--- src/rtl/sine_quadrant_sequencer.sv ---
// Quarter-wave sine sequencer: walks a quarter-wave sample memory forward and backward
// over four quadrants and rebuilds a full-period offset-binary sample stream.
module sine_quadrant_sequencer #(
    parameter int ADDR_WIDTH = 7,
    parameter int DATA_WIDTH = 9,
    parameter int STEP_DIV   = 1
) (
    input  logic                  clk,
    input  logic                  rst_n,
    input  logic                  en,
    input  logic                  clear,
    output logic [ADDR_WIDTH-1:0] read_address,
    input  logic [DATA_WIDTH-1:0] read_data,
    output logic [DATA_WIDTH:0]   sample_out,
    output logic                  sample_valid,
    output logic [1:0]            quadrant,
    output logic                  period_start
);

    localparam int PW = (STEP_DIV > 1) ? $clog2(STEP_DIV) : 1;
    localparam logic [PW-1:0]         CNT_LAST  = PW'(STEP_DIV - 1);
    localparam logic [PW-1:0]         CNT_ZERO  = PW'(32'd0);
    localparam logic [PW-1:0]         CNT_ONE   = PW'(32'd1);
    localparam logic [ADDR_WIDTH-1:0] ADDR_ZERO = {ADDR_WIDTH{1'b0}};
    localparam logic [ADDR_WIDTH-1:0] ADDR_MAX  = {ADDR_WIDTH{1'b1}};
    localparam logic [ADDR_WIDTH-1:0] ADDR_ONE  = ADDR_WIDTH'(32'd1);
    localparam logic [DATA_WIDTH:0]   MIDSCALE  = {1'b1, {DATA_WIDTH{1'b0}}};

    typedef enum logic [1:0] {
        Q0 = 2'd0,
        Q1 = 2'd1,
        Q2 = 2'd2,
        Q3 = 2'd3
    } quad_t;

    quad_t                 quad_r;
    quad_t                 quad_nxt_s;
    logic [ADDR_WIDTH-1:0] addr_r;
    logic [ADDR_WIDTH-1:0] addr_nxt_s;
    logic [PW-1:0]         cnt_r;
    logic                  step_s;
    logic                  tag_neg_s;
    logic                  tag_first_s;
    logic                  valid1_r;
    logic                  neg1_r;
    logic                  first1_r;

    assign step_s       = en & ~clear & (cnt_r == CNT_LAST);
    assign read_address = addr_r;
    assign quadrant     = quad_r;

    // Prescaler: counts enabled cycles, wraps on the step cycle, holds while disabled
    always_ff @(posedge clk or negedge rst_n) begin
        if (!rst_n) begin
            cnt_r <= CNT_ZERO;
        end else if (clear) begin
            cnt_r <= CNT_ZERO;
        end else if (en) begin
            cnt_r <= (cnt_r == CNT_LAST) ? CNT_ZERO : cnt_r + CNT_ONE;
        end else begin
            cnt_r <= cnt_r;
        end
    end

    // Quadrant/address state register
    always_ff @(posedge clk or negedge rst_n) begin
        if (!rst_n) begin
            quad_r <= Q0;
            addr_r <= ADDR_ZERO;
        end else if (clear) begin
            quad_r <= Q0;
            addr_r <= ADDR_ZERO;
        end else begin
            quad_r <= quad_nxt_s;
            addr_r <= addr_nxt_s;
        end
    end

    // Next-state: endpoints are held for one extra step so each quadrant emits all addresses
    always_comb begin
        quad_nxt_s = quad_r;
        addr_nxt_s = addr_r;
        if (step_s) begin
            case (quad_r)
                Q0: begin
                    if (addr_r == ADDR_MAX) quad_nxt_s = Q1;
                    else                    addr_nxt_s = addr_r + ADDR_ONE;
                end
                Q1: begin
                    if (addr_r == ADDR_ZERO) quad_nxt_s = Q2;
                    else                     addr_nxt_s = addr_r - ADDR_ONE;
                end
                Q2: begin
                    if (addr_r == ADDR_MAX) quad_nxt_s = Q3;
                    else                    addr_nxt_s = addr_r + ADDR_ONE;
                end
                Q3: begin
                    if (addr_r == ADDR_ZERO) quad_nxt_s = Q0;
                    else                     addr_nxt_s = addr_r - ADDR_ONE;
                end
                default: begin
                    quad_nxt_s = Q0;
                    addr_nxt_s = ADDR_ZERO;
                end
            endcase
        end else begin
            quad_nxt_s = quad_r;
            addr_nxt_s = addr_r;
        end
    end

    // FSM outputs: tags that travel alongside the memory read
    always_comb begin
        tag_neg_s   = quad_r[1];
        tag_first_s = 1'b0;
        if ((quad_r == Q0) && (addr_r == ADDR_ZERO)) begin
            tag_first_s = 1'b1;
        end else begin
            tag_first_s = 1'b0;
        end
    end

    // Tag stage 1: aligned with the memory's registered read data
    always_ff @(posedge clk or negedge rst_n) begin
        if (!rst_n) begin
            valid1_r <= 1'b0;
            neg1_r   <= 1'b0;
            first1_r <= 1'b0;
        end else if (clear) begin
            valid1_r <= 1'b0;
            neg1_r   <= neg1_r;
            first1_r <= first1_r;
        end else if (step_s) begin
            valid1_r <= 1'b1;
            neg1_r   <= tag_neg_s;
            first1_r <= tag_first_s;
        end else begin
            valid1_r <= 1'b0;
            neg1_r   <= neg1_r;
            first1_r <= first1_r;
        end
    end

    // Output register: negative half is the ones' complement, i.e. 511-d; clear drops in-flight data
    always_ff @(posedge clk or negedge rst_n) begin
        if (!rst_n) begin
            sample_out   <= MIDSCALE;
            sample_valid <= 1'b0;
            period_start <= 1'b0;
        end else if (clear) begin
            sample_out   <= sample_out;
            sample_valid <= 1'b0;
            period_start <= 1'b0;
        end else begin
            sample_valid <= valid1_r;
            period_start <= valid1_r & first1_r;
            if (valid1_r) begin
                sample_out <= neg1_r ? {1'b0, ~read_data} : {1'b1, read_data};
            end else begin
                sample_out <= sample_out;
            end
        end
    end

endmodule

--- config.mk ---
export PLATFORM = sky130hd
export DESIGN_NAME = sine_quadrant_sequencer
export DESIGN_NICKNAME = d
export VERILOG_FILES = /design/src/rtl/sine_quadrant_sequencer.sv
export SDC_FILE = /design/constraint.sdc
export NUM_CORES = 1
export LEC_CHECK = 0
export CAP_MARGIN = 20
export CORE_ASPECT_RATIO = 1.2
export CORE_MARGIN = 2
export CORE_UTILIZATION = 54
export CTS_BUF_LIST = sky130_fd_sc_hd__clkbuf_8
export CTS_CLUSTER_SIZE = 28
export DETAILED_ROUTE_END_ITERATION = 10
export GPL_TIMING_DRIVEN = 0
export PLACE_DENSITY = 0.95
export SLEW_MARGIN = 20
export SYNTH_ARGS = -nofsm -noshare
export SYNTH_HDL_FRONTEND = slang
export SYNTH_SLANG_ARGS = --single-unit
--- constraint.sdc ---
create_clock -name clk -period 7.7 [get_ports clk]
set_input_delay 1.155 -clock clk [delete_from_list [all_inputs] [get_ports clk]]
set_output_delay 1.155 -clock clk [all_outputs]
set_load 0.005 [all_outputs]
==> impl_metrics.py <==
metrics = {
    "outcome": {
        "outcome": "complete, no violations",
    },
    "synth": {
        "synth_enable_flop_cells": 0,
        "synth_warnings": 0,
        "synthesis.instances": 134,
        "post_synth_num_cell_types": 35,
        "async_reset_ff_frac": 1.00,
        "synth.yosys.seq_area_share": 0.444,
        "synth.area.top_cells": "sky130_fd_sc_hd__dfrtp_1 (42%), sky130_fd_sc_hd__ha_1 (9.2%), sky130_fd_sc_hd__xnor2_1 (7.1%), sky130_fd_sc_hd__o21ai_0 (4.8%), sky130_fd_sc_hd__mux2i_1 (3.7%)",
        "syn-cell-area_um2": 1360,
        "synth.net_count": 158,
        "ys.flop_type": "sky130_fd_sc_hd__dfrtp_1",
        "synth_top_cell_area_share": 0.424,
        "synth.ff_latch_count": 24,
        "avgSynthCellArea_um2": 10.1,
        "synthDominantAreaCellType": "sky130_fd_sc_hd__dfrtp_1",
    },
    "final_layout": {
        "multi_input_comb_area_um2": 697,
        "flow.area_growth_from_synthesis_pct": 30.2,
        "layout_common_cells": "sky130_fd_sc_hd__clkdlybuf4s50_1 (32), sky130_fd_sc_hd__dfrtp_1 (23), sky130_fd_sc_hd__o21ai_0 (13)",
        "finalNonFillerCells": 202,
        "register_area_um2": 602,
        "final.fill_count": 172,
        "final_layout_size_suffix_gt1_frac": 0.0819,
        "mostFrequentLayoutCell": "sky130_fd_sc_hd__clkdlybuf4s50_1",
        "finalNetCount": 196,
        "num_antenna_cells": 0,
    },
    "worst_setup_path": {
        "worstSetupStartpoint": "quadrant[1]",
        "timing.critical_path.required_ns": 7.85,
        "crit_path_cell_trace": "inv_1 -> ha_1 -> or2_2 -> ha_1 -> nor2b_1 -> o31a_1 -> o22ai_1 -> mux2i_1 -> mux2_2",
        "path_common_cell": "sky130_fd_sc_hd__ha_1",
        "critical_path_cell_count": 9,
        "cp_max_fo": 9,
        "timing.critical_path.buf_inv": 1,
        "critical-path-slowest-cell": "sky130_fd_sc_hd__dfrtp_1",
        "timing_worst_setup_path_type": "reg -> reg",
        "crit_path_max_incr_delay_ns": 0.43,
        "critical_path_arrival_ns": 2.95,
        "rrSetupSlack_ns": 4.90,
        "r2r_end": "read_address[6]",
        "worstSetupEndpoint": "read_address[6]",
        "cp-end-kind": "flop",
        "worstRegToRegCells": 9,
        "setup.worst_path.start_class": "flop",
        "critical-path-top-delay-family": "multiplexers",
        "reg2reg_from": "quadrant[1]",
    },
    "min_path": {
        "cell_count_of_the_worst_hold_path": 2,
        "hold_path_class": "reg -> reg",
    },
    "timing": {
        "holdWs_ns": 0.489,
        "skew_ns": 0.00922,
        "setup_ws_ns": 4.90,
        "fin_tns_setup_ns": 0,
        "worst_relative_slew_slack": 0.603,
        "rsz0062_at_grt": "no",
        "final_min_period_over_clock_period": 0.363,
        "slew_viol_final": 0,
        "finalSetupViolCount": 0,
        "timing.fmax_mhz": 358,
        "worst_margin_pin_slew_ns": 0.596,
        "final_hold_viol_count": 0,
        "finalWorstPathRequiredPeriod_ns": 2.80,
    },
    "cts": {
        "cts-root-buf": "sky130_fd_sc_hd__clkbuf_8",
        "cts-buffers-inserted": 3,
        "clock_latency_ns": 0.27,
        "ctsHoldBuffers": 0,
        "cts.sink_count": 24,
        "path_clk_slew_ns": 0.08,
        "cts_tree": "built",
        "postCtsSetupBuffers": 0,
        "cts_resized": 0,
        "h-tree-depth": 1,
        "clock_path_buffers": 2,
    },
    "floorplan": {
        "die_area_um2": 2930,
        "fp-row-count": 19,
        "die-height_um": 58.9,
        "die-width_um": 49.8,
        "initial_utilization": 0.582,
        "core-area_um2": 2330,
        "io_pins": 34,
    },
    "run": {
        "timing.max_cap.violations": 0,
    },
    "power_and_ir_drop": {
        "power_density_nw_per_um2": 154,
        "ir_worst_vdd_uv": 104,
        "cellLeakagePower_nw": 0.830,
    },
    "placed_design": {
        "placed_cells": 198,
        "place_congestion": 0.845,
        "detailedPlacementHpwl_mm": 2.17,
        "buffer_ports.inserted": 33,
        "detailedPlace.worstSlack_ns": 4.96,
    },
    "routing": {
        "route.vias.total": 1100,
        "ant_nets": 0,
        "routed_wirelength_mm": 2.93,
        "first_pass_iters": 4,
        "detail_route.wl_per_cell_um": 14.5,
        "drtIter0Drc": 19,
        "via_per_inst": 5.45,
        "post-route-drc-count": 0,
    },
    "grt": {
        "antenna_violations_before_repair": 0,
        "grtUsageTotal": 0.227,
        "grt_remaining_overflow": 0,
        "first_pass_grt_wire_length_mm": 5.01,
        "grt_pass1_vias": 1127,
        "grt_start_max_net_pins": 25,
    },
}
-- tightest hold or removal path, cell delays in order, from the launching register on --
cell                      delay (ns)
sky130_fd_sc_hd__dfrtp_1        0.35
sky130_fd_sc_hd__nand2_1        0.05
sky130_fd_sc_hd__o21ai_0        0.06
-- how the worst min path moves through the flow --
| stage | start | endpoint | slack, ns |
|---|---|---|---|
| global route | sample_out[9] | sample_out[9] | 0.53 |
| CTS | sample_out[5] | sample_out[5] | 0.49 |
| floorplan | first1_r | period_start | 0.46 |
| detailed placement | sample_out[5] | sample_out[5] | 0.47 |
| finish | sample_out[5] | sample_out[5] | 0.49 |
| global placement | sample_out[2] | sample_out[2] | 0.46 |
-- power by group --
group | internal [mW] | total, mW | switching, mW
logic | 0.0321 | 0.0539 | 0.0218
clock network | 0.0356 | 0.0738 | 0.0382
registers | 0.138 | 0.144 | 0.00685
-- kinds of logic after synthesis --
kind of cell,share of synthesized area
xor gates and xnor gates,0.0775
adders and majority gates,0.107
AOI/OAI and AO/OA,0.128
DFF,0.444
and+or+nand+nor,0.148
buffers and inverters,0.0424
muxes,0.0535
-- state kept, by name (all words and copies together), names as in the netlist --
name / cells
neg1_r: 1
quadrant: 2
first1_r: 1
sample_valid: 1
read_address: 7
valid1_r: 1
period_start: 1
sample_out: 10
-- cell type report --
cell class | instances | area share
Clock buffer | 3 | 0.0234
Timing Repair Buffer | 33 | 0.184
Buffer | 5 | 0.0156
Sequential cell | 24 | 0.341
Tap cell | 31 | 0.0220
Clock inverter | 1 | 0.00213
Multi-Input combinational cell | 97 | 0.395
Inverter | 8 | 0.0170
-- per-layer routing --
layer	GRT usage	up-vias	wire (um)
met5	0	-	0
met4	0.0833	0	52
met3	0.0279	6	117
met2	0.427	38	1530
met1	0.263	526	1230
li1	-	530	-
-- Yosys cell counts (2+ instances only) --
cell,n
sky130_fd_sc_hd__dfrtp_1,23
sky130_fd_sc_hd__o21ai_0,13
sky130_fd_sc_hd__nand2_1,12
sky130_fd_sc_hd__nor2_1,11
sky130_fd_sc_hd__xnor2_1,11
sky130_fd_sc_hd__ha_1,10
sky130_fd_sc_hd__inv_1,8
sky130_fd_sc_hd__mux2i_1,5
sky130_fd_sc_hd__nand3_1,4
sky130_fd_sc_hd__a21oi_1,3
sky130_fd_sc_hd__nor2b_1,3
sky130_fd_sc_hd__a21boi_0,2
sky130_fd_sc_hd__clkbuf_1,2
sky130_fd_sc_hd__mux2_2,2
sky130_fd_sc_hd__nand4_1,2
sky130_fd_sc_hd__o21a_1,2
sky130_fd_sc_hd__or2_2,2
sky130_fd_sc_hd__or3_1,2
-- metrics by stage --
stage	area [um2]	util	total power [mW]
floorplan	1360	-	0.167
global placement	1730	0.741	0.199
detailed placement	1730	0.741	0.202
CTS	1770	0.760	0.274
global route	1770	0.758	0.285
finish	1770	0.758	0.272
Power figures use the tool's default switching activity.
